**src/rtl/fp16_pkg.sv**
```systemverilog
`default_nettype none
// ============================================================================
// Module      : fp16_pkg
// Description : Shared fp16 field positions, result-flag type and the
//               classifier used when an adder result is captured.
// Revision    : 1.0  initial release
// ============================================================================
package fp16_pkg;

  localparam logic [4:0] FP16_EXP_MAX  = 5'h1F;
  localparam int         FP16_SIGN_BIT = 15;
  localparam int         FP16_EXP_MSB  = 14;
  localparam int         FP16_EXP_LSB  = 10;
  localparam int         FP16_MAN_MSB  = 9;
  localparam int         FP16_MAN_LSB  = 0;
  localparam int         FP16_FLAGS_W  = 5;

  // Packed so that the vector form reads {nan, inf, zero, sub, neg}
  typedef struct packed {
    logic nan;
    logic inf;
    logic zero;
    logic sub;
    logic neg;
  } fp16_flags_t;

  function automatic fp16_flags_t fp16_classify(input logic [15:0] sum);
    logic [4:0]  exp_f;
    logic [9:0]  man_f;
    fp16_flags_t f;
    exp_f  = sum[FP16_EXP_MSB:FP16_EXP_LSB];
    man_f  = sum[FP16_MAN_MSB:FP16_MAN_LSB];
    f.nan  = (exp_f == FP16_EXP_MAX) && (man_f != '0);
    f.inf  = (exp_f == FP16_EXP_MAX) && (man_f == '0);
    f.zero = (exp_f == '0) && (man_f == '0);
    f.sub  = (exp_f == '0) && (man_f != '0);
    f.neg  = sum[FP16_SIGN_BIT];
    return f;
  endfunction

endpackage
`default_nettype wire

```
**src/rtl/fp16_res_fifo.sv**
```systemverilog
`default_nettype none
// ============================================================================
// Module      : fp16_res_fifo
// Description : Single-clock result FIFO (DEPTH x W) with occupancy count.
//               Pointers wrap naturally; count is one bit wider than them.
// Revision    : 1.0  initial release
// ============================================================================
module fp16_res_fifo #(
  parameter int DEPTH = 4,
  parameter int W     = 21
) (
  input  logic                       i_clk,
  input  logic                       i_rst,
  input  logic                       i_push,
  input  logic                       i_pop,
  input  logic [W-1:0]               i_wdata,
  output logic [W-1:0]               o_rdata,
  output logic [$clog2(DEPTH):0]     o_count
);

  localparam int AW = $clog2(DEPTH);

  logic [W-1:0]  r_mem [DEPTH];
  logic [AW-1:0] r_wr_ptr;
  logic [AW-1:0] r_rd_ptr;
  logic [AW:0]   r_count;
  logic          w_do_pop;

  // Popping an empty FIFO is meaningless; ignore it
  assign w_do_pop = i_pop && (r_count != '0);

  // Storage array; cleared on reset so the head reads zero when idle
  always_ff @(posedge i_clk or posedge i_rst) begin
    if (i_rst) begin
      for (int i = 0; i < DEPTH; i++) r_mem[i] <= '0;
    end else if (i_push) begin
      r_mem[r_wr_ptr] <= i_wdata;
    end
  end

  // Pointer and occupancy bookkeeping
  always_ff @(posedge i_clk or posedge i_rst) begin
    if (i_rst) begin
      r_wr_ptr <= '0;
      r_rd_ptr <= '0;
      r_count  <= '0;
    end else begin
      if (i_push)   r_wr_ptr <= r_wr_ptr + 1'b1;
      if (w_do_pop) r_rd_ptr <= r_rd_ptr + 1'b1;
      case ({i_push, w_do_pop})
        2'b10:   r_count <= r_count + 1'b1;
        2'b01:   r_count <= r_count - 1'b1;
        default: r_count <= r_count;
      endcase
    end
  end

  assign o_rdata = r_mem[r_rd_ptr];
  assign o_count = r_count;

endmodule
`default_nettype wire

```
**src/rtl/fp16_result_collector.sv**
```systemverilog
`default_nettype none
// ============================================================================
// Module      : fp16_result_collector
// Description : Tracks operand pairs issued to the fp16 adder, captures the
//               sum LAT edges later, classifies it and buffers it in a FIFO
//               with a valid/ready output. Credit-based issue_ready keeps
//               FIFO entries plus in-flight results within DEPTH.
//               Optional macro STICKY_FLAGS_EN adds sticky_flags/sticky_clr.
// Revision    : 1.0  initial release
// ============================================================================
module fp16_result_collector
  import fp16_pkg::*;
#(
  parameter int DEPTH = 4,
  parameter int LAT   = 2
) (
  input  logic        CLK,
  input  logic        RESET,
  input  logic        issue,
  output logic        issue_ready,
  input  logic [15:0] sum,
  output logic        out_valid,
  input  logic        out_ready,
  output logic [15:0] out_data,
  output logic [4:0]  out_flags,
  output logic        drop_err
`ifdef STICKY_FLAGS_EN
  ,
  output logic [4:0]  sticky_flags,
  input  logic        sticky_clr
`endif
);

  localparam int AW     = $clog2(DEPTH);
  localparam int CW     = $clog2(DEPTH + LAT) + 1;
  localparam int FIFO_W = FP16_FLAGS_W + 16;

  logic [LAT-1:0]    r_vpipe;
  logic              r_drop;
  logic [CW-1:0]     w_inflight;
  logic [CW-1:0]     w_used;
  logic              w_ready;
  logic              w_accept;
  logic              w_push;
  logic              w_pop;
  fp16_flags_t       w_flags;
  logic [FIFO_W-1:0] w_rdata;
  logic [AW:0]       w_fifo_count;

  // Credit: every accepted issue holds one slot until its result is popped
  assign w_used      = CW'(w_fifo_count) + w_inflight;
  assign w_ready     = w_used < CW'(DEPTH);
  assign w_accept    = issue && w_ready;
  assign w_push      = r_vpipe[LAT-1];
  assign w_pop       = out_valid && out_ready;
  assign w_flags     = fp16_classify(sum);
  assign issue_ready = w_ready;

  // Count results still travelling through the adder
  always_comb begin
    w_inflight = '0;
    for (int i = 0; i < LAT; i++) w_inflight = w_inflight + CW'(r_vpipe[i]);
  end

  // In-flight valid shift register; the tail marks the capture edge
  always_ff @(posedge CLK or posedge RESET) begin
    if (RESET) begin
      r_vpipe <= '0;
    end else begin
      for (int i = LAT - 1; i > 0; i--) r_vpipe[i] <= r_vpipe[i-1];
      r_vpipe[0] <= w_accept;
    end
  end

  // One-cycle pulse for an issue made without credit
  always_ff @(posedge CLK or posedge RESET) begin
    if (RESET) r_drop <= 1'b0;
    else       r_drop <= issue && !w_ready;
  end

  fp16_res_fifo #(
    .DEPTH (DEPTH),
    .W     (FIFO_W)
  ) u_fifo (
    .i_clk   (CLK),
    .i_rst   (RESET),
    .i_push  (w_push),
    .i_pop   (w_pop),
    .i_wdata ({w_flags, sum}),
    .o_rdata (w_rdata),
    .o_count (w_fifo_count)
  );

  assign out_valid = (w_fifo_count != '0);
  assign out_data  = w_rdata[15:0];
  assign out_flags = w_rdata[FIFO_W-1 -: FP16_FLAGS_W];
  assign drop_err  = r_drop;

`ifdef STICKY_FLAGS_EN
  logic [4:0] r_sticky;

  // Accumulate captured flags; a clear wins over a same-edge capture
  always_ff @(posedge CLK or posedge RESET) begin
    if (RESET)           r_sticky <= '0;
    else if (sticky_clr) r_sticky <= '0;
    else if (w_push)     r_sticky <= r_sticky | w_flags;
  end

  assign sticky_flags = r_sticky;
`endif

endmodule
`default_nettype wire

```
**config.mk**
```make
export PLATFORM = sky130hd
export DESIGN_NAME = fp16_result_collector
export DESIGN_NICKNAME = d
export VERILOG_FILES = /design/src/rtl/fp16_pkg.sv /design/src/rtl/fp16_res_fifo.sv /design/src/rtl/fp16_result_collector.sv
export SDC_FILE = /design/constraint.sdc
export NUM_CORES = 1
export LEC_CHECK = 0
export BUFFER_PORTS_ARGS = -buffer_cell sky130_fd_sc_hd__buf_4
export CAP_MARGIN = 20
export CORE_AREA = 2 2 99 101
export CTS_BUF_LIST = sky130_fd_sc_hd__clkbuf_16
export DETAILED_ROUTE_END_ITERATION = 12
export DIE_AREA = 0 0 101 103
export RECOVER_POWER = 100
export SYNTH_ARGS = -nofsm -noshare
export SYNTH_HDL_FRONTEND = slang
export SYNTH_SLANG_ARGS = --single-unit
export TNS_END_PERCENT = 1
```
**constraint.sdc**
```tcl
create_clock -name CLK -period 3.5 [get_ports CLK]
set_input_delay 0.525 -clock CLK [delete_from_list [all_inputs] [get_ports CLK]]
set_output_delay 0.525 -clock CLK [all_outputs]
set_load 0.02 [all_outputs]
```
# Word level (Yosys, flattened, before mapping)
# Index checks and enable logic that the tools add are counted.
[op_classes]
add_sub_neg = 6
n_mul = 0
div = 0
magnitude_cmp = 4
eq_ne = 3
shifts = 0
muxes = 7
bitwise_logic = 2
n_reduce_logical = 15
[ops]
columns = ["op", "count"]
rows = [
  ["bitwise mux 84 bit", 1],
  ["two-way mux 21 bit", 3],
  ["binary-select mux 21 bit (select 2 bit)", 1],
  ["demux 21 bit (select 2 bit)", 1],
  ["zero test 10 bit", 1],
  ["nonzero test 10 bit", 1],
  ["logical AND 1 bit", 9],
  ["greater-or-equal comparator 3 bit, second input constant", 2],
  ["inverter 2 -> 3 bit", 2],
  ["one-hot mux 3 bit (2 select lines)", 1],
  ["equality test 5 bit, second input constant", 1],
  ["zero test 5 bit", 1],
  ["adder 2 x 1 -> 2 bit, second input constant", 2],
  ["adder 3 x 4 -> 4 bit", 1],
  ["less-than comparator 4 x 3 -> 1 bit, second input constant", 1],
  ["adder 3 x 1 -> 3 bit, second input constant", 1],
  ["less-than comparator 3 x 1 -> 1 bit, second input constant", 1],
  ["nonzero test 3 bit", 1],
  ["subtractor 3 x 1 -> 3 bit, second input constant", 1],
  ["adder 1 x 1 -> 2 bit", 1],
  ["equality test 2 x 1 -> 1 bit, second input constant", 1],
  ["equality test 2 bit, second input constant", 1],
  ["nonzero test 2 bit", 1],
  ["zero test 1 bit", 1],
]
[word_totals]
reg_bits = 94
latchBits = 0
ramBits = 0
romBits = 0
output_inout_bits = 24
n_memories = 0

# Depth between registers and ports, before layout
# Gate-level depths: netlist of run 1.
[depth]
ltp_word = 6
mapped_depth = 8
ltp_nobuf = 7

# By module
# A second synthesis of run 1 with hierarchy kept.
[unflattened]
hier_cells = 265
hier_area_um2 = 4276.6
[modules_own_cells]
columns = ["module", "n_inst", "cells_per_inst", "area_each_um2", "seq_area_each_um2"]
rows = [
  ["fp16_res_fifo", 1, 239, 4047.6, 2277.2],
  ["fp16_result_collector", 1, 26, 229.0, 75.1],
]

# Least setup slack after synthesis of run 1
# Ideal clock, no wire load.
[synth_timing]
path_type = "register to output"
start = "reg r_vpipe[0]"
end = "out issue_ready"
t_arrival_ps = 1519
t_required_ps = 2975
path_slack_ps = 1456
stages_incl_launch_ff = 4
n_path_buf = 0
path_cell_list = "dfrtp_1 -> ha_1 -> ha_1 -> a311oi_1"
[synth_between]
elab_chain_cells = 3
[synth_lines]
columns = ["element", "line_no", "rtl"]
rows = [
  ["start, declared", "fp16_result_collector.sv:38", "logic [LAT-1:0] r_vpipe;"],
  ["start signal, assigned", "fp16_result_collector.sv:71", "r_vpipe[0] <= w_accept;"],
  ["adder 1 x 1 -> 2 bit", "fp16_result_collector.sv:62", "for (int i = 0; i < LAT; i++) w_inflight = w_inflight + CW'(r_vpipe[i]);"],
  ["adder 3 x 4 -> 4 bit", "fp16_result_collector.sv:51", "assign w_used = CW'(w_fifo_count) + w_inflight;"],
  ["less-than comparator 4 x 3 -> 1 bit", "fp16_result_collector.sv:52", "assign w_ready = w_used < CW'(DEPTH);"],
  ["end, declared", "fp16_result_collector.sv:20", "output logic issue_ready,"],
]
# Every way passes these cells.

# Worst setup path after layout of run 1
[layout_timing]
start = "reg u_fifo.r_rd_ptr[0]"
end = "out out_flags[3]"
[layout_between]
elab_chain_cells = 4
[layout_lines]
columns = ["element", "line_no", "rtl"]
rows = [
  ["start, declared", "fp16_res_fifo.sv:25", "logic [AW-1:0] r_rd_ptr;"],
  ["start signal, assigned", "fp16_res_fifo.sv:49", "if (w_do_pop) r_rd_ptr <= r_rd_ptr + 1'b1;"],
  ["inverter 2 -> 3 bit (not written as such)", "fp16_res_fifo.sv:58", "assign o_rdata = r_mem[r_rd_ptr];"],
  ["binary-select mux 21 bit (select 2 bit)", "fp16_res_fifo.sv:58", ""],
  ["two-way mux 21 bit (not written as such) (2 in a row)", "fp16_res_fifo.sv:58", ""],
  ["end, declared", "fp16_result_collector.sv:25", "output logic [4:0] out_flags,"],
]
# Every way passes these cells. The select of a mux whose other input is x is not followed.

==> results, run 1 <==
- The die boundary height is ~100 microns.
- The first global-routing pass estimated 12920 microns of wire.
- Routability-driven placement finished with a final weighted congestion of about 0.68.
- In this run the count of I/O pins placed on the die edge is 44.
- Power spread over the standard cell area amounts to 1007 mW/mm^2.
- The run finished, with violations left.
- In this run the standard cell core region covers roughly 0.0095 sq mm.
- The max capacitance violation total is 1.
- For the final database, setup skew stands at 3.833 ps.
- The number of global-route vias before repair came to between 2000 and 2500.
- The initialized floorplan defines 36 standard-cell rows.
- With fillers left out, the area of the finished cells amounts to 0.004654 sq mm.
- The detail-routed via count per cell is 5.459.
- The die boundary width is around 100 microns.
- The total overflow left after global routing is 0.
- The wire-length estimate of the detail-placed layout is roughly 5200 microns.
- Traced cell by cell, the critical path runs through clkbuf_2 > mux4_2 > clkbuf_1.
- The kind of cell with the highest combined delay along the critical path is buffers and inverters.
- The number of hold violations in the final report was 0.
- The total track usage is 0.1690.
- The clock buffer count from CTS is 9.
- For this run, the top clock speed supported by timing is 0.3470 GHz.
- In the layout the commonest cells are sky130_fd_sc_hd__dfrtp_1 (90), sky130_fd_sc_hd__mux2_2 (64), sky130_fd_sc_hd__clkbuf_1 (27).
- Synthesis produced a netlist whose cell count is 268.
- Of the cells placed in the final design, the portion with a size suffix greater than 1 is 0.3880.
- The routed layout has 2353 vias.
- The deepest level of the CTS H-tree is 3.
- The final reports fail on max-capacitance violations, max-slew violations.
- The first-pass detailed-route iteration total is 4.
- The distinct cell type count of the synthesized netlist is 31.
- The commonest register cell after synthesis is sky130_fd_sc_hd__dfrtp_1.
- The average cell area after synthesis is between 15 and 20 sq um.
- The worst setup path is launched from a register.
- Entering global routing, the biggest net connects 52 pins.
- Summed over all instances, the cell type with the most area after synthesis is sky130_fd_sc_hd__dfrtp_1.
- The total of buffers placed on input and output ports is 43.
- The type of the worst setup path is reg -> out.
- The final sum of negative setup slack is 0 ps.
- The Yosys warning count is 0.
- After synthesis the netlist holds a flip-flop and latch count of 90.
- The remaining antenna violation count is 0.
- The later-pin clock latency in the skew report is between 300 and 400 ps.
- The synthesized netlist occupies a cell area of between 0.004 and 0.005 sq mm.
- The largest individual stage delay along the critical path comes from the cell sky130_fd_sc_hd__dfrtp_1.
- The routed wire length per instance is between 15 and 20 microns.
- The initial antenna violation count is 0.
- The cell area after placement is roughly 0.0045 sq mm.
- The net count after synthesis is 296.
- The repair_antennas step left the layout with diodes totalling 0.
- The fraction of post-synthesis cell area in the top cell type by area is 0.5533.
- The max-slew violation count was 52.
- On the worst path, the slowest cell contributes a delay of 690 ps.
- The share of the clock period used by the worst path is 0.8233.
- In the routed design, unresolved DRC markers number 0.
- The synthesized design contains 0 enable-type register cells.
- The clock tree buffer depth is 2.
- After synthesis, the cell types taking the most area are sky130_fd_sc_hd__dfrtp_1 (55%), sky130_fd_sc_hd__mux2_2 (18%), sky130_fd_sc_hd__mux4_2 (11%).
- The die covers about 0.010 sq mm.
- The class of the most critical hold timing path is reg -> reg.
- The peak supply drop is between 0.4 and 0.5 mV.
- The worst path buffer plus inverter count is 2.
- Relative to the synthesized area, the layout overhead comes to 14.36%.
- After synthesis, the share of flip-flops with an asynchronous set or reset is 1.000.
- The time the worst path needs with I/O delays and setup is just under 3000 ps.
- The measured slew at the worst slew-check pin is about 2200 ps.
- Setup repair after global routing left no endpoint under its margin.
- The post-CTS repair timing setup buffer count is 0.
- In this run, post-CTS repair resized a total of 0 instances.
- The count of routing violations after the opening detailed-route iteration is 64.
- The total number of clock tree sinks is 90.
- The required arrival time at the worst endpoint is 2970 ps.
- The library cell used most frequently in the layout, excluding fill and tap cells, is sky130_fd_sc_hd__dfrtp_1.
- The maximum fanout along the worst path is 13.
- The number of setup violations in the final report is 0.
- At the worst endpoint, the arrival time is ~2400 ps.
- The cell sitting at the root of the clock tree is a sky130_fd_sc_hd__clkbuf_16.
- For this configuration, the core starts out at a cell density of 0.4303.
- The final net count is 340.
- The sequential cell area fraction in the yosys report is 0.5533.
- In this run the tightest slew margin relative to its limit is -0.5031.
- Clock-pin slew was measured on the worst setup and hold paths at ~60 ps.
- After detailed routing, the total wire length is 7963 microns.
- Hold repair after CTS inserted 0 buffers.
- The leakage power is between 1.5 and 2 nW.
- TritonCTS built the clock tree.
- The endpoint kind of the worst setup timing path is an output port.
## power breakdown
group          internal (W)  leakage, nW  total, W  switching [W]
Clock              0.000551        0.133  0.000950       0.000399
Sequential          0.00156         1.08   0.00188       0.000323
Combinational      0.000941        0.744   0.00186       0.000917
Total               0.00305         1.96   0.00469        0.00164
## flip-flops by register name (all words and copies together) (netlist names)
name and cells:
r_vpipe 2, drop_err 1, u_fifo.r_mem 80, u_fifo.r_wr_ptr 2, u_fifo.r_rd_ptr 2, u_fifo.o_count 3
## layout make-up
cell class                      count  area, sq um
Timing Repair Buffer               48        256.5
Clock buffer                        9        225.2
Sequential cell                    90         2252
Inverter                            7        27.53
Clock inverter                      7        68.82
Multi-Input combinational cell    156         1682
Fill cell                         862         4805
Tap cell                          114        142.6
## routing by layer
layer  GRT usage  share of wire  vias to the layer above  wire length, microns
met2      0.2713           0.47                       39                  3751
met4     0.08108          0.021                        0                   170
met1      0.2251           0.48                     1219                  3807
li1            -              -                     1083                     -
met3     0.02983          0.030                       12                   235
met5           0              0                        -                     0
## stage by stage
stage / utilization / worst slack, ps / power, W / hold slack (ps) / cells
2_1_floorplan: - / 639.7 / 0.003347 / 359.7 / 268
3_3_place_gp: 0.4730 / 1153 / 0.003952 / 370.7 / 415
3_5_place_dp: 0.4730 / 1130 / 0.004013 / 371.2 / 415
4_1_cts: 0.5041 / 760.2 / 0.004981 / 376.1 / 431
5_1_grt: 0.4921 / 348.1 / 0.005010 / 399.1 / 431
6_report: 0.4921 / 618.4 / 0.004686 / 384.6 / 431
## worst register-to-register path: stages (launching register included)
cell and delay, ps:
sky130_fd_sc_hd__dfrtp_1 410, sky130_fd_sc_hd__inv_1 80, sky130_fd_sc_hd__ha_1 190, sky130_fd_sc_hd__nand2_1 820, sky130_fd_sc_hd__mux2_2 430
## synth_stat cells, types with 2 or more instances
cell type / number
sky130_fd_sc_hd__buf_2: 5
sky130_fd_sc_hd__mux4_2: 20
sky130_fd_sc_hd__xnor2_1: 2
sky130_fd_sc_hd__o21ai_1: 4
sky130_fd_sc_hd__nor2_1: 3
sky130_fd_sc_hd__ha_1: 7
sky130_fd_sc_hd__nand2_2: 4
sky130_fd_sc_hd__dfrtp_1: 90
sky130_fd_sc_hd__buf_4: 8
sky130_fd_sc_hd__mux2_2: 64
sky130_fd_sc_hd__and3_1: 2
sky130_fd_sc_hd__inv_1: 7
sky130_fd_sc_hd__nor4_4: 2
sky130_fd_sc_hd__xor2_1: 4
sky130_fd_sc_hd__nand2_1: 19
sky130_fd_sc_hd__o31ai_1: 12
## final timing paths
| kind | slack [ps] | start | depth (start not counted) | to |
|---|---|---|---|---|
| max reg2reg | 1450 | u_fifo.r_wr_ptr[0]$_DFFE_PP0P_ | 4 | u_fifo.r_mem[24]$_DFFE_PP0P_ |
| min reg2reg | 380 | r_vpipe[0]$_DFF_PP0_ | 0 | r_vpipe[1]$_DFF_PP0_ |
| min in group asynchronous | 800 | RESET | 2 | u_fifo.r_mem[45]$_DFFE_PP0P_ |
| min | 380 | r_vpipe[0]$_DFF_PP0_ | 0 | r_vpipe[1]$_DFF_PP0_ |
| max in group asynchronous | 940 | RESET | 3 | u_fifo.r_mem[48]$_DFFE_PP0P_ |
| max | 620 | u_fifo.r_rd_ptr[0]$_DFFE_PP0P_ | 3 | out_flags[3] |
## cell families after synthesis
logic type	synth area share
flops	0.5533
simple gates	0.05349
xor+xnor	0.01291
fa+ha+maj	0.02644
compound gates	0.03259
mux	0.2902
buf+inv	0.03105
Power figures use the tool's default switching activity.
==> run 2, diff against run 1 <==
==> constraint.sdc (replaced) <==
create_clock -name CLK -period 2.6 [get_ports CLK]
set_input_delay 0.39 -clock CLK [delete_from_list [all_inputs] [get_ports CLK]]
set_output_delay 0.39 -clock CLK [all_outputs]
set_load 0.02 [all_outputs]
==> results, run 2 (same netlist as run 1, synthesis figures left out) <==
- The register with the most flip-flops is u_fifo.r_mem.
- The required arrival time at the worst endpoint is 2210 ps (-760 ps).
- The number of buffers inserted for hold repair after clock tree synthesis was 0 (unchanged).
- The number of global-route vias before repair is 2408 (-2.4%).
- Tracing the worst setup path back leads to its startpoint at r_vpipe[1]$_DFF_PP0_.
- The placed wire-length estimate after detailed placement is 4846 microns (-6.2%).
- The share of final-layout standard cells stronger than drive strength 1 is 0.4511 (+0.06309).
- The combinational group share of total power is 0.424 (+0.027).
- The net switching share of the total power was 0.3469 (-0.002955).
- The detail-routed via count per cell came to 5.483 (+0.42%).
- The peak supply drop is 0.5896 mV (+44%).
- The setup slack after layout is 206.2 ps (-412.2 ps).
- The first-pass GRT wire length was 12410 microns (-3.9%).
- The power dissipated by switching net loads is 0.002177 W (+33%).
- The startpoint kind of the worst setup timing path is a register.
- The antenna diode count is 0 (unchanged).
- The pin count of the biggest net entering global routing is 41 (-21%).
- The max capacitance violation total is 0 (-1).
- The die boundary width was 101 microns (unchanged).
- The setup slack after placement is 557.0 ps (-573.2 ps).
- The total of buffers placed on input and output ports is 43 (unchanged).
- The starting density of the core is 0.4303 (unchanged).
- The via total after detailed routing is 2363 (+0.42%).
- Static timing analysis puts the maximum clock frequency at between 0.4 and 0.5 GHz.
- The worst setup slack for register-to-register paths is 510 ps (-940 ps).
- The worst-case reg-to-reg path depth is 4 (unchanged).
- The endpoint kind of the worst setup timing path is an output port.
- The number of flip-flops under the largest register name is 80 (unchanged).
- The remaining antenna violation count is 0 (unchanged).
- The post-detailed-routing wire length is 7581 microns (-4.8%).
- The clock network fraction of total power is 0.187 (-0.016).
- The final sum of negative setup slack is 0 ps (unchanged).
- The CTS clock-pin slew for the worst setup and hold paths came to 60 ps (about the same).
- The leakage power is 2.005 nW (+2.5%).
- The fraction of power consumed by sequential logic is 0.390 (-0.011).
- The number of setup violations in the final report is 0 (unchanged).
- The worst hold path belongs to the class in -> reg.
- The flow ran to the end, and the final reports show no timing, DRC or antenna violations.
- The total congestion overflow after global routing is 0 (unchanged).
- The critical hold path startpoint is issue.
- The area of the die is 0.01040 sq mm (unchanged).
- The first-pass detailed-route iteration total was 4 (unchanged).
- The total number of clock tree sinks is 90 (unchanged).
- The final net count came to 341 (+0.29%).
- The routed wire length per instance was 17.59 microns (-4.8%).
- The measured slew at the worst slew-check pin is 1286 ps (-956.7 ps).
- The routability congestion estimate from global placement was 0.7270 (+6.4%).
- The normalized max-slew margin came to 0.1430 (+0.6460).
- The library cells used most frequently in the layout, excluding fill and tap cells, are sky130_fd_sc_hd__dfrtp_1 (90), sky130_fd_sc_hd__mux2_2 (64), sky130_fd_sc_hd__nand2_1 (23), sky130_fd_sc_hd__buf_4 (23), sky130_fd_sc_hd__mux4_2 (20).
- The core region area is 0.009459 sq mm (unchanged).
- The number of hold violations in the final report is 0 (unchanged).
- The clock buffer count from CTS is 9 (unchanged).
- The total track usage came to 0.1596 (-0.009388).
- Leaving out fill and tap cells, the most frequent cell in the layout is sky130_fd_sc_hd__dfrtp_1.
- The startpoint of the lowest-slack register-to-register path is u_fifo.r_wr_ptr[0]$_DFFE_PP0P_.
- The post-cts sizing count is 0 (unchanged).
- In this run the worst setup path terminates at issue_ready.
- The synthesis-to-finish area growth is 14.66%.
- The max-slew violation count was 0 (-100%).
- The type of the worst setup path is reg -> out.
- The die boundary height is 103 microns (unchanged).
- The CTS tree is built.
- The later-pin clock latency in the skew report was 330 ps (about the same).
- The total number of placement rows is 36 (unchanged).
- The final setup skew came to 5.050 ps (+1.217 ps).
- The post-CTS repair timing setup buffer count came to 0 (unchanged).
- The CTS root buffer is sky130_fd_sc_hd__clkbuf_16.
- The clock tree buffer depth is 2 (unchanged).
- The maximum fanout along the worst path is 9 (-4).
- The remaining routing DRC violations is 0 (unchanged).
- The power density relative to cell area is 1345 mW/mm^2 (+34%).
- In the finished design, the share of the clock period the worst path needs comes to 0.9207.
- The design internal power came to 0.004100 W (+35%).
- Setup repair after global routing left no endpoint under its margin.
- The deepest level of the CTS H-tree is 3 (unchanged).
- The number of ports placed on the die boundary came to 44 (unchanged).
- The time the worst path needs with I/O delays and setup is around 2400 ps.
- The initial antenna violation count is 0 (unchanged).
- The data arrival time of the critical path is 2000 ps (-360 ps).
- The count of routing violations after the opening detailed-route iteration is 87 (+36%).
- The worst register-to-register path ends at u_fifo.r_mem[65]$_DFFE_PP0P_.
run 2: changes by cell type in the layout (fill, tap and decap cells not counted), moves of 2 or more:
cell / change
sky130_fd_sc_hd__buf_4: +4
sky130_fd_sc_hd__clkbuf_2: +15
sky130_fd_sc_hd__clkbuf_1: -18
sky130_fd_sc_hd__clkinv_1: -2
run 2: how the worst min path moves through the flow:
stage | endpoint | slack [ps] | depth (start not counted)
3_3_place_gp | r_vpipe[1]$_DFF_PP0_ | 380 | 0
2_1_floorplan | r_vpipe[1]$_DFF_PP0_ | 360 | 0
3_5_place_dp | r_vpipe[1]$_DFF_PP0_ | 370 | 0
5_1_grt | drop_err$_DFF_PP0_ | 280 | 2
4_1_cts | u_fifo.o_count[2]$_DFFE_PP0P_ | 170 | 2
6_report | r_vpipe[0]$_DFF_PP0_ | 270 | 2
run 2: critical path, cell delays in order (launching register included):
cell and delay [ps]:
sky130_fd_sc_hd__dfrtp_1 480, sky130_fd_sc_hd__ha_1 230, sky130_fd_sc_hd__ha_1 270, sky130_fd_sc_hd__a311oi_1 420
sky130_fd_sc_hd__clkbuf_1 280
run 2: layout make-up:
cell class | instances | area (sq um)
fillers | 844 | 4792
well taps | 114 | 142.6
clock buffers | 9 | 225.2
multi-input cells | 156 | 1682
inverters | 7 | 27.53
flip-flops and latches | 90 | 2252
repair buffers | 49 | 294.0
clock inverters | 6 | 43.79
run 2: power groups by stage:
stage / sequential, W / clock, W / combinational [W]
after global routing: 0.00254 / 0.00127 / 0.00291
after CTS: 0.00245 / 0.00121 / 0.00294
after floorplan: 0.00236 / 0 / 0.00215
after detailed placement: 0.00247 / 0 / 0.00293
after global placement: 0.00244 / 0 / 0.00288
final: 0.00245 / 0.00117 / 0.00266
run 2: routing by layer:
metal | track usage | vias up | share of wire
met5 | 0 | - | 0
met3 | 0.03729 | 4 | 0.036
met2 | 0.2579 | 47 | 0.49
met1 | 0.2165 | 1241 | 0.47
li1 | - | 1071 | -
met4 | 0.04990 | 0 | 0.0063
run 2: metrics by stage:
step | std cells | instance area [sq um] | power, W | hold slack [ps] | util
2_1_floorplan | 268 | 4074 | 0.004506 | 359.7 | -
3_3_place_gp | 416 | 4497 | 0.005327 | 376.6 | 0.4754
3_5_place_dp | 416 | 4497 | 0.005405 | 374.7 | 0.4754
4_1_cts | 431 | 4766 | 0.006595 | 169.5 | 0.5038
5_1_grt | 431 | 4667 | 0.006716 | 277.1 | 0.4934
6_report | 431 | 4667 | 0.006277 | 271.6 | 0.4934
==> run 3, diff against run 2 <==
--- a/config.mk
+++ b/config.mk
@@ -11,6 +11,7 @@
 export CTS_BUF_LIST = sky130_fd_sc_hd__clkbuf_16
 export DETAILED_ROUTE_END_ITERATION = 12
 export DIE_AREA = 0 0 101 103
+export PLACE_DENSITY = 0.74
 export RECOVER_POWER = 100
 export SYNTH_ARGS = -nofsm -noshare
 export SYNTH_HDL_FRONTEND = slang
==> results, run 3 (same netlist as run 1, synthesis figures left out) <==
- The flow ran to the end, and the final reports show no timing, DRC or antenna violations.
- The area of the die is 0.01040 sq mm (unchanged).
- The remaining antenna violation count is 0 (unchanged).
- The share of the clock period used by the worst path is 0.9026 (-0.01809).
- The number of hold violations in the final report was 0 (unchanged).
- The CTS clock-pin slew for the worst setup and hold paths is 60 ps (about the same).
- In this run the worst hold path is classified as in -> reg.
- The remaining routing DRC violations is 0 (unchanged).
- The share of final-layout standard cells stronger than drive strength 1 is 0.3892 (-0.06186).
- Setup repair after global routing left no endpoint under its margin.
- The final setup skew is 6.598 ps (+1.548 ps).
- The routed wire length per instance came to 18.79 microns (+6.8%).
- The maximum fanout along the worst path was 9 (unchanged).
- The maximum clock frequency is 0.4261 GHz (+2.0%).
- The startpoint identified for the worst register-to-register timing path is u_fifo.r_wr_ptr[0]$_DFFE_PP0P_.
- The total of fill cells in the finished design is 831 (-1.5%).
- The final net count is 341 (unchanged).
- The number of ports placed on the die boundary is 44 (unchanged).
- The starting density of the core is 0.4303 (unchanged).
- The core region area is 0.009459 sq mm (unchanged).
- The worst setup path endpoint is issue_ready.
- The via total after detailed routing is 2363 (unchanged).
- The total number of placement rows is 36 (unchanged).
- In the layout the commonest cells are sky130_fd_sc_hd__dfrtp_1 (90), sky130_fd_sc_hd__mux2_2 (63), sky130_fd_sc_hd__clkbuf_1 (25).
- The placed cell count is 416 (unchanged).
- The number of setup violations in the final report is 0 (unchanged).
- The first-pass GRT wire length was 13070 microns (+5.3%).
- The number of flip-flops under the largest register name is 80 (unchanged).
- The normalized max-slew margin is 0.1434 (+0.0004790).
- The setup slack after placement is 620.7 ps (+63.62 ps).
- From synthesis to final layout, the design area changed by 15.06%.
- The antenna diode count is 0 (unchanged).
- The first-pass detailed-route iteration total is 4 (unchanged).
- The sequential cell area came to 0.002252 sq mm (unchanged).
- The measured slew at the worst slew-check pin was 1278 ps (-7.744 ps).
- The max-slew violation count was 0 (unchanged).
- The final sum of negative setup slack came to 0 ps (unchanged).
- The time the worst path needs with I/O delays and setup is 2347 ps (-47.03 ps).
- The leakage power came to 1.990 nW (-0.76%).
- The detail-routed via count per cell was 5.495 (+0.23%).
- Leaving out fill and tap cells, the most frequent cell in the layout is sky130_fd_sc_hd__dfrtp_1.
- The worst setup slack for register-to-register paths came to 520 ps (about the same).
- The initial antenna violation count is 0 (unchanged).
- The number of cells in the finished layout apart from fillers was 430 (-0.23%).
- The clock tree buffer depth was 2 (unchanged).
- The die boundary width came to 101 microns (unchanged).
- The critical register-to-register path endpoint is u_fifo.r_mem[71]$_DFFE_PP0P_.
- The data arrival time of the critical path came to 1960 ps (-40 ps).
- The post-detailed-routing wire length is 8081 microns (+6.6%).
- The deepest level of the CTS H-tree is 3 (unchanged).
- The post-cts sizing count was 0 (unchanged).
- The total of buffers placed on input and output ports is 43 (unchanged).
- The number of global-route vias before repair is 2433 (+1.0%).
- The register with the most flip-flops is u_fifo.r_mem.
- The setup slack after layout is 253.3 ps (+47.03 ps).
- The max capacitance violation total came to 0 (unchanged).
- The type of the worst setup path is reg -> out.
- The clock buffer count from CTS was 9 (unchanged).
- The CTS root buffer is sky130_fd_sc_hd__clkbuf_16.
- The peak supply drop is 0.5870 mV (-0.45%).
- The total number of clock tree sinks is 90 (unchanged).
- The placed wire-length estimate after detailed placement is 5229 microns (+7.9%).
- The worst-case reg-to-reg path depth is 4 (unchanged).
- The routability congestion estimate from global placement is 0.7087 (-2.5%).
- The worst setup path is launched from a register.
- The power density relative to cell area is 1373 mW/mm^2 (+2.1%).
- The pin count of the biggest net entering global routing was 37 (-9.8%).
- The power after layout is 0.006431 W (+2.5%).
- The later-pin clock latency in the skew report came to 340 ps (about the same).
- The required arrival time at the worst endpoint is 2210 ps (about the same).
- The count of routing violations after the opening detailed-route iteration came to 80 (-8.0%).
- The die boundary height came to 103 microns (unchanged).
- The number of buffers inserted for hold repair after clock tree synthesis is 0 (unchanged).
- The launching instance or port of the critical path is r_vpipe[1]$_DFF_PP0_.
- The total congestion overflow after global routing is 0 (unchanged).
- The area of combinational cells with multiple inputs was 0.001682 sq mm (unchanged).
- STA classifies the critical path endpoint as an output port.
- The total track usage was 0.1682 (+0.008609).
- The CTS tree is built.
- The post-CTS repair timing setup buffer count is 0 (unchanged).
==> run 3: changes by cell type in the layout (fill, tap and decap cells not counted) <==
cell,delta
sky130_fd_sc_hd__mux2_1,+1
sky130_fd_sc_hd__buf_12,+1
sky130_fd_sc_hd__clkbuf_1,+16
sky130_fd_sc_hd__clkinvlp_4,-4
sky130_fd_sc_hd__buf_4,-3
sky130_fd_sc_hd__clkbuf_2,-14
sky130_fd_sc_hd__mux2_2,-1
sky130_fd_sc_hd__clkinv_1,+1
sky130_fd_sc_hd__o21ai_1,-1
sky130_fd_sc_hd__o21ai_0,+1
sky130_fd_sc_hd__inv_1,+1
sky130_fd_sc_hd__inv_6,-1
sky130_fd_sc_hd__bufinv_16,+2
==> run 3: cell type report <==
type / count / area share
clock inverters: 5 / 0.01550
inverters: 7 / 0.005878
flip-flops and latches: 90 / 0.4809
well taps: 114 / 0.03046
repair buffers: 49 / 0.06011
multi-input cells: 156 / 0.3591
clock buffers: 9 / 0.04809
==> run 3: through the flow <==
stage	util	hold WS, ps	cell area [sq um]
after floorplan	-	359.7	4074
after global placement	0.4767	363.9	4509
after detailed placement	0.4767	379.8	4509
after CTS	0.5082	167.6	4807
after global routing	0.4951	289.2	4683
final	0.4951	278.9	4683
==> run 3: how the worst min path moves through the flow <==
| stage | end | slack [ps] | from | depth (start not counted) |
|---|---|---|---|---|
| 5_1_grt | r_vpipe[0]$_DFF_PP0_ | 290 | issue | 2 |
| 3_3_place_gp | r_vpipe[1]$_DFF_PP0_ | 360 | r_vpipe[0]$_DFF_PP0_ | 0 |
| 3_5_place_dp | r_vpipe[1]$_DFF_PP0_ | 380 | r_vpipe[0]$_DFF_PP0_ | 0 |
| 6_report | r_vpipe[0]$_DFF_PP0_ | 280 | issue | 2 |
| 2_1_floorplan | r_vpipe[1]$_DFF_PP0_ | 360 | r_vpipe[0]$_DFF_PP0_ | 0 |
| 4_1_cts | u_fifo.r_mem[55]$_DFFE_PP0P_ | 170 | RESET | 2 |
==> run 3: power by group <==
part / leakage, nW / switching (W) / internal, W
Clock: 0.150 / 0.000501 / 0.000822
Combinational: 0.760 / 0.00130 / 0.00130
Sequential: 1.08 / 0.000414 / 0.00210
Total: 1.99 / 0.00221 / 0.00422
==> run 3: layer usage <==
| layer | wire, microns | track usage | vias up |
|---|---|---|---|
| met1 | 3471 | 0.2192 | 1241 |
| li1 | - | - | 1076 |
| met3 | 322 | 0.05153 | 6 |
| met4 | 78 | 0.04054 | 0 |
| met5 | 0 | 0 | - |
| met2 | 4208 | 0.2790 | 40 |
==> run 3: critical path, cell delays in order, from the launching register on <==
cell,delay [ps]
sky130_fd_sc_hd__dfrtp_1,470
sky130_fd_sc_hd__ha_1,230
sky130_fd_sc_hd__ha_1,270
sky130_fd_sc_hd__a311oi_1,380
sky130_fd_sc_hd__clkbuf_1,280
